==> src/rtl/car_sequencer_pkg.sv <==
// -----------------------------------------------------------------------------
// car_sequencer_pkg
//   Shared constants for the control-address (CAR) sequencer: the control
//   address width and the fixed microcode entry vectors.
//   No ports (package).
// -----------------------------------------------------------------------------
package car_sequencer_pkg;

    localparam int CAR_BITS = 6;

    // Microcode entry points in the control ROM.
    localparam logic [CAR_BITS-1:0] CAR_0    = 6'h00;  // branch / underflow recovery
    localparam logic [CAR_BITS-1:0] CAR_INT0 = 6'h38;  // interrupt entry (pushes context)
    localparam logic [CAR_BITS-1:0] CAR_INT4 = 6'h3C;  // soft-reset entry (no pushes)

endpackage : car_sequencer_pkg

==> src/rtl/car_ret_stack.sv <==
// -----------------------------------------------------------------------------
// car_ret_stack
//   LIFO return-address stack for microcode call/return.
//   Flush has priority over push/pop; a push while full or a pop while empty
//   is ignored here (the caller reports those conditions).
// Ports
//   clk, rst_n      clock, asynchronous active-low reset
//   i_push          push i_push_data (ignored when full)
//   i_pop           pop top entry (ignored when empty)
//   i_flush         empty the stack
//   i_push_data     WIDTH-bit address to push
//   o_top_data      current top entry (valid when not empty)
//   o_full/o_empty  occupancy status
// -----------------------------------------------------------------------------
module car_ret_stack #(
    parameter int DEPTH = 4,
    parameter int WIDTH = 6
) (
    input  logic             clk,
    input  logic             rst_n,
    input  logic             i_push,
    input  logic             i_pop,
    input  logic             i_flush,
    input  logic [WIDTH-1:0] i_push_data,
    output logic [WIDTH-1:0] o_top_data,
    output logic             o_full,
    output logic             o_empty
);

    // Pointer counts 0..DEPTH, so it needs one more code than the index.
    localparam int PW = $clog2(DEPTH + 1);
    localparam int AW = (DEPTH > 1) ? $clog2(DEPTH) : 1;

    localparam logic [PW-1:0] P_ONE    = PW'(1);
    localparam logic [PW-1:0] FULL_CNT = PW'(DEPTH);

    logic [WIDTH-1:0] r_mem [0:DEPTH-1];
    logic [PW-1:0]    r_ptr;
    logic [PW-1:0]    w_top_ptr;
    logic             w_do_push;
    logic             w_do_pop;

    assign o_full     = (r_ptr == FULL_CNT);
    assign o_empty    = (r_ptr == '0);
    assign w_do_push  = i_push && !o_full  && !i_flush;
    assign w_do_pop   = i_pop  && !o_empty && !i_flush;
    assign w_top_ptr  = r_ptr - P_ONE;
    assign o_top_data = r_mem[w_top_ptr[AW-1:0]];

    // NOTE: sequential state uses non-blocking assignments so every register
    // samples the pre-edge values, independent of block ordering.
    always_ff @(posedge clk or negedge rst_n) begin
        if (!rst_n) begin
            r_ptr <= '0;
        end else if (i_flush) begin
            r_ptr <= '0;
        end else if (w_do_push) begin
            r_ptr <= r_ptr + P_ONE;
        end else if (w_do_pop) begin
            r_ptr <= r_ptr - P_ONE;
        end
    end

    // NOTE: storage is deliberately not reset; an entry is only ever read
    // after it has been written, and leaving it reset-free keeps it a plain
    // register file.
    always_ff @(posedge clk) begin
        if (w_do_push) begin
            r_mem[r_ptr[AW-1:0]] <= i_push_data;
        end
    end

endmodule : car_ret_stack

==> src/rtl/car_sequencer.sv <==
// -----------------------------------------------------------------------------
// car_sequencer
//   Registered control-address (CAR) sequencer between the instruction decoder
//   and the control ROM. Owns the CAR register, a latched interrupt-pending
//   bit, a microcode call/return stack and a stall hold.
//   car_next is picked by a fixed priority list (soft reset, stall, interrupt
//   entry, branch, tail jump, call, return, fetch, increment) and loaded into
//   car on every edge.
// Optional feature
//   CAR_DEBUG_HALT_EN : adds dbg_halt / halted. A fetch boundary with dbg_halt
//   high parks the sequencer (car held, decoder address captured) until
//   dbg_halt falls, then resumes at the captured address.
// Ports
//   clk, rst_n   clock, asynchronous active-low reset
//   soft_rst     synchronous reset request (highest priority)
//   intreq       interrupt request, may be a single-cycle pulse
//   if_fetch     instruction-fetch boundary
//   br           PC write-back branch
//   stall        hold car this cycle
//   call, ret    microcode call / return
//   call_tgt     call target address
//   car_new      decoder address for the next instruction
//   car          registered control address
//   car_next     address that will be loaded at the next edge
//   int_ack      one-cycle pulse after interrupt entry is taken
//   stk_ovf      sticky: push attempted while stack full
//   stk_unf      sticky: pop attempted while stack empty
//   dbg_halt     (CAR_DEBUG_HALT_EN) halt request at fetch boundary
//   halted       (CAR_DEBUG_HALT_EN) sequencer parked
// -----------------------------------------------------------------------------
module car_sequencer #(
    parameter int                          CAR_BITS    = car_sequencer_pkg::CAR_BITS,
    parameter int                          STACK_DEPTH = 4,
    parameter logic [CAR_BITS-1:0]         VEC_RST     = car_sequencer_pkg::CAR_INT4,
    parameter logic [CAR_BITS-1:0]         VEC_INT     = car_sequencer_pkg::CAR_INT0,
    parameter logic [CAR_BITS-1:0]         VEC_BR      = car_sequencer_pkg::CAR_0
) (
`ifdef CAR_DEBUG_HALT_EN
    input  logic                dbg_halt,
    output logic                halted,
`endif
    input  logic                clk,
    input  logic                rst_n,
    input  logic                soft_rst,
    input  logic                intreq,
    input  logic                if_fetch,
    input  logic                br,
    input  logic                stall,
    input  logic                call,
    input  logic                ret,
    input  logic [CAR_BITS-1:0] call_tgt,
    input  logic [CAR_BITS-1:0] car_new,
    output logic [CAR_BITS-1:0] car,
    output logic [CAR_BITS-1:0] car_next,
    output logic                int_ack,
    output logic                stk_ovf,
    output logic                stk_unf
);

    localparam logic [CAR_BITS-1:0] CAR_ONE = CAR_BITS'(1);

    logic [CAR_BITS-1:0] r_car;
    logic                r_int_pend;
    logic                r_int_ack;
    logic                r_stk_ovf;
    logic                r_stk_unf;

    logic [CAR_BITS-1:0] w_car_next;
    logic [CAR_BITS-1:0] w_car_inc;
    logic [CAR_BITS-1:0] w_stk_top;
    logic                w_stk_full;
    logic                w_stk_empty;
    logic                w_push;
    logic                w_pop;
    logic                w_flush;
    logic                w_take_int;
    logic                w_set_ovf;
    logic                w_set_unf;
    logic                w_req;

`ifdef CAR_DEBUG_HALT_EN
    logic                r_halted;
    logic [CAR_BITS-1:0] r_hold_addr;
    logic                w_halted_next;
    logic [CAR_BITS-1:0] w_hold_next;
`endif

    // A one-cycle intreq pulse counts immediately, and is remembered in
    // r_int_pend until an entry point (fetch or branch) lets it be taken.
    assign w_req     = intreq | r_int_pend;
    assign w_car_inc = r_car + CAR_ONE;   // wraps modulo 2^CAR_BITS

    car_ret_stack #(
        .DEPTH (STACK_DEPTH),
        .WIDTH (CAR_BITS)
    ) u_ret_stack (
        .clk         (clk),
        .rst_n       (rst_n),
        .i_push      (w_push),
        .i_pop       (w_pop),
        .i_flush     (w_flush),
        .i_push_data (w_car_inc),
        .o_top_data  (w_stk_top),
        .o_full      (w_stk_full),
        .o_empty     (w_stk_empty)
    );

    // NOTE: every signal driven here gets a default first, so no path can
    // leave it unassigned and infer a latch.
    always_comb begin
        w_car_next = w_car_inc;
        w_push     = 1'b0;
        w_pop      = 1'b0;
        w_flush    = 1'b0;
        w_take_int = 1'b0;
        w_set_ovf  = 1'b0;
        w_set_unf  = 1'b0;
`ifdef CAR_DEBUG_HALT_EN
        w_halted_next = r_halted;
        w_hold_next   = r_hold_addr;
`endif

        if (soft_rst) begin
            w_car_next = VEC_RST;
            w_flush    = 1'b1;
`ifdef CAR_DEBUG_HALT_EN
            w_halted_next = 1'b0;
        end else if (r_halted) begin
            // Parked: hold until dbg_halt drops, then resume at the captured
            // decoder address. Interrupts stay pending meanwhile.
            if (dbg_halt) begin
                w_car_next = r_car;
            end else begin
                w_car_next    = r_hold_addr;
                w_halted_next = 1'b0;
            end
`endif
        end else if (stall) begin
            w_car_next = r_car;
        end else if (w_req && (if_fetch || br)) begin
            w_car_next = VEC_INT;
            w_take_int = 1'b1;
            w_flush    = 1'b1;
        end else if (br) begin
            w_car_next = VEC_BR;
            w_flush    = 1'b1;
        end else if (call && ret) begin
            // Tail jump: the pop and push cancel, stack untouched.
            w_car_next = call_tgt;
        end else if (call) begin
            w_car_next = call_tgt;
            if (w_stk_full) begin
                w_set_ovf = 1'b1;
            end else begin
                w_push = 1'b1;
            end
        end else if (ret) begin
            if (w_stk_empty) begin
                w_car_next = VEC_BR;
                w_set_unf  = 1'b1;
            end else begin
                w_car_next = w_stk_top;
                w_pop      = 1'b1;
            end
        end else if (if_fetch) begin
            w_flush = 1'b1;
`ifdef CAR_DEBUG_HALT_EN
            if (dbg_halt) begin
                w_car_next    = r_car;
                w_hold_next   = car_new;
                w_halted_next = 1'b1;
            end else begin
                w_car_next = car_new;
            end
`else
            w_car_next = car_new;
`endif
        end
    end

    always_ff @(posedge clk or negedge rst_n) begin
        if (!rst_n) begin
            r_car      <= VEC_RST;
            r_int_pend <= 1'b0;
            r_int_ack  <= 1'b0;
            r_stk_ovf  <= 1'b0;
            r_stk_unf  <= 1'b0;
        end else begin
            r_car     <= w_car_next;
            r_int_ack <= w_take_int;

            if (soft_rst || w_take_int) begin
                r_int_pend <= 1'b0;
            end else if (intreq) begin
                r_int_pend <= 1'b1;
            end

            // Error flags are sticky until a reset of either kind.
            if (soft_rst) begin
                r_stk_ovf <= 1'b0;
                r_stk_unf <= 1'b0;
            end else begin
                r_stk_ovf <= r_stk_ovf | w_set_ovf;
                r_stk_unf <= r_stk_unf | w_set_unf;
            end
        end
    end

`ifdef CAR_DEBUG_HALT_EN
    always_ff @(posedge clk or negedge rst_n) begin
        if (!rst_n) begin
            r_halted    <= 1'b0;
            r_hold_addr <= '0;
        end else begin
            r_halted    <= w_halted_next;
            r_hold_addr <= w_hold_next;
        end
    end

    assign halted = r_halted;
`endif

    assign car      = r_car;
    assign car_next = w_car_next;
    assign int_ack  = r_int_ack;
    assign stk_ovf  = r_stk_ovf;
    assign stk_unf  = r_stk_unf;

endmodule : car_sequencer

==> config.mk <==
export PLATFORM = sky130hd
export DESIGN_NAME = car_sequencer
export DESIGN_NICKNAME = d
export VERILOG_FILES = /design/src/rtl/car_sequencer_pkg.sv /design/src/rtl/car_ret_stack.sv /design/src/rtl/car_sequencer.sv
export SDC_FILE = /design/constraint.sdc
export NUM_CORES = 1
export LEC_CHECK = 0
export CAP_MARGIN = 20
export CORE_MARGIN = 4
export CORE_UTILIZATION = 28
export CTS_CLUSTER_SIZE = 25
export DETAILED_ROUTE_END_ITERATION = 8
export PLACE_DENSITY_LB_ADDON = 0.05
export SYNTH_ARGS = -nofsm -noshare
export SYNTH_HDL_FRONTEND = slang
export SYNTH_SLANG_ARGS = --single-unit
==> constraint.sdc <==
create_clock -name clk -period 4.2 [get_ports clk]
set_input_delay 1.05 -clock clk [delete_from_list [all_inputs] [get_ports clk]]
set_output_delay 1.05 -clock clk [all_outputs]
set_load 0.01 [all_outputs]
==> key figures <==
Drt
  – # DRC: 0
  – Met3 WL: 149 µm
  – 1st-pass router iterations: 4
  – Vias per Instance: 4.97
  – Final WL: 5730 µm
  – Vias: 1,557
  – Iter 0 DRT Violations: 47
  – Post-route ant nets: 0
  – Wire per inst: 18.3 µm
  – Metal1 wirelength: 2740 µm
  – DR top layer: met4
  – Met2 WL: 2810 µm

STA
  – Slew Limit Fails: 0
  – Setup Skew: 4.39 ps
  – Setup_tns: 0 ps
  – Part of the cycle the worst path needs: 0.968
  – RSZ-0062 raised after global routing: no
  – Worst slew margin: 0.545
  – Actual transition at the worst max-transition pin: 681 ps
  – FMAX: 246 MHz
  – # setup viols final: 0
  – Final count of hold timing violations: 0
  – Final hold slack: 503 ps
  – Fin crit period: 4060 ps

CTS
  – Worst skew pair latency: 290 ps
  – TritonCTS Buffers: 5
  – Number of hold buffers added after CTS: 0
  – Clk slew on worst S/H paths: 80 ps
  – Clk sinks: 37
  – Clk root buf: clkbuf_8
  – CTS H-tree lvls: 2
  – CTS tree: yes
  – Worst-case clock buffer depth: 2
  – Setup Buffers After CTS: 0

Place
  – # port buffers: 35
  – DP HPWL: 4360 µm
  – Dpl cell area: 2540 µm²
  – Routability cong.: 0.765

GRT
  – Total congestion overflow: 0
  – GRT Util Overall: 0.142
  – First-pass GRT wire length: 9110 µm
  – Number of global-route vias before repair: 1,641
  – Largest net degree at the start of global routing: 14
  – Initial antenna violation count: 0

Die
  – Rows: 30
  – IO Count: 36
  – Die area: 8520 µm²
  – Core area: 6830 µm²
  – Initial Util: 0.291
  – Die Width: 92.3 µm
  – Die height: 92.3 µm

Yosys
  – Yosys warns: 0
  – Yosys reg bits: 37
  – Fraction of registers with async set/reset: 0.351
  – Area share of the largest cell type after synthesis: 0.362
  – Gate Count Post-Synth: 166
  – Biggest area consumer among synthesized cells: edfxtp_1
  – Seq/Total Area, Yosys: 0.528
  – Dominant cells by area after synthesis: edfxtp_1 (36%), dfrtp_1 (11%), dfstp_2 (5.3%)
  – Syn nets: 193
  – Synth Flop Type: edfxtp_1
  – Synth Cell Area: 1990 µm²
  – Synth cell types: 50
  – Most frequent cell after synthesis: edfxtp_1
  – EDFF count, synth: 24
  – Syn Area/Cell: 12.0 µm²
  – Post-synth top cells: edfxtp_1 (24), dfrtp_1 (9), nand2_1 (9)

Power and ir drop
  – Peak supply drop: 0.000166 V
  – Pwr Density: 297 nW/µm²
  – Leakage: 0.955 nW

Critical path
  – Crit path capture: car_next[0]
  – Crit path DAT: 3010 ps
  – Req. time, crit path: 3150 ps
  – Kind of critical path: primary input to output port
  – Cell count of the worst reg-to-reg path: 6
  – Critical path's most frequent cell: clkdlybuf4s50_1
  – R2r endpoint: car[0]$_DFF_PN0_
  – Worst reg2reg path startpoint: u_ret_stack.r_ptr[1]$_DFFE_PN0P_
  – Worst Setup SP: if_fetch
  – Cell Chain, Critical Path: clkdlybuf4s50_1, buf_4, o21ai_0, a2111oi_0, nor3_2, clkdlybuf4s50_1
  – Critical Path Start Type: primary input
  – Slowest stage cell, crit path: clkdlybuf4s50_1
  – Kind of end point of the critical path: output port
  – Crit path max fanout: 8
  – R2r setup slk: 1940 ps
  – Slowest stage delay, CP: 550 ps

Layout
  – Layout area overhead: 33.4%
  – # diodes: 0
  – Fin area: 2660 µm²
  – Share of layout cells above drive strength 1: 0.194
  – Total Nets Final: 243

Run
  – Max-Cap Viols: 0

Outcome
  – Status: complete, no violations

Hold path
  – Class of the worst hold path: flip-flop to flip-flop
[power breakdown]
group          internal [mW]  leakage (nW)  total (mW)  switching [mW]
sequential             0.398         0.370       0.407         0.00910
combinational         0.0614         0.541       0.121          0.0600
clock                  0.118        0.0445       0.259           0.141
[worst min-delay path by stage]
| stage | slack [ps] | end | start | depth (start not counted) |
|---|---|---|---|---|
| global route | 540 | stk_unf$_DFF_PN0_ | stk_unf$_DFF_PN0_ | 2 |
| detailed placement | 500 | stk_unf$_DFF_PN0_ | stk_unf$_DFF_PN0_ | 2 |
| floorplan | 530 | stk_ovf$_DFF_PN0_ | stk_ovf$_DFF_PN0_ | 2 |
| global placement | 500 | stk_unf$_DFF_PN0_ | stk_unf$_DFF_PN0_ | 2 |
| CTS | 520 | stk_unf$_DFF_PN0_ | stk_unf$_DFF_PN0_ | 2 |
| finish | 500 | stk_unf$_DFF_PN0_ | stk_unf$_DFF_PN0_ | 2 |
[timing repair]
item | in CTS | in global routing
hold endpoints to repair | 0 | 0
setup endpoints to repair | 0 | 6
gates resized for setup | 0 | 7
[per-layer routing]
metal / vias up / global-route usage
met2: 31 / 0.237
met1: 774 / 0.186
met3: 2 / 0.0292
met4: 0 / 0.0396
li1: 750 / -
met5: - / 0
[final cells by class]
type / count / area, µm²
fill: 688 / 4180
timing repair buffer: 52 / 480
tap: 96 / 120
multi-input combinational: 112 / 883
clock buffer: 5 / 68.8
sequential: 37 / 1050
clock inverter: 3 / 21.3
inverter: 8 / 30.0
[metrics by stage]
stage / util / worst slack [ps] / power [mW] / cells
global placement: 0.372 / 62.5 / 0.535 / 305
CTS: 0.385 / 40.4 / 0.796 / 313
global route: 0.389 / 16.3 / 0.824 / 313
finish: 0.389 / 136 / 0.788 / 313
detailed placement: 0.372 / 42.2 / 0.535 / 305
floorplan: - / 1100 / 0.465 / 166
[cell families after synthesis]
kind of cell | after synthesis | synth area share
AOI/OAI and AO/OA | 38 | 0.136
muxes | 9 | 0.0886
buffers and inverters | 17 | 0.0402
and+or+nand+nor | 55 | 0.152
xor gates and xnor gates | 4 | 0.0176
adders and majority gates | 6 | 0.0377
DFF | 37 | 0.528
[cell usage in the layout (no fill, tap or decap), drive strengths merged, types with 6 or more instances in the layout]
master / n
mux4: 6
nand2: 9
nand3: 7
buf: 17
o21ai: 6
dfrtp: 9
ha: 6
clkdlybuf4s50: 34
inv: 9
a21oi: 7
nor2: 8
edfxtp: 24
[flip-flops by register name, indices dropped and copies added, names as in the netlist]
register / cells
u_ret_stack.r_mem: 24
car: 6
u_ret_stack.r_ptr: 3
int_ack: 1
r_int_pend: 1
stk_ovf: 1
stk_unf: 1
[critical path, delay by kind of cell]
family	cells	cell delay (ps)
compound gates	2	580
buf+inv	3	1260
simple gates	1	120
No activity file was read; power rests on OpenSTA's default activity.
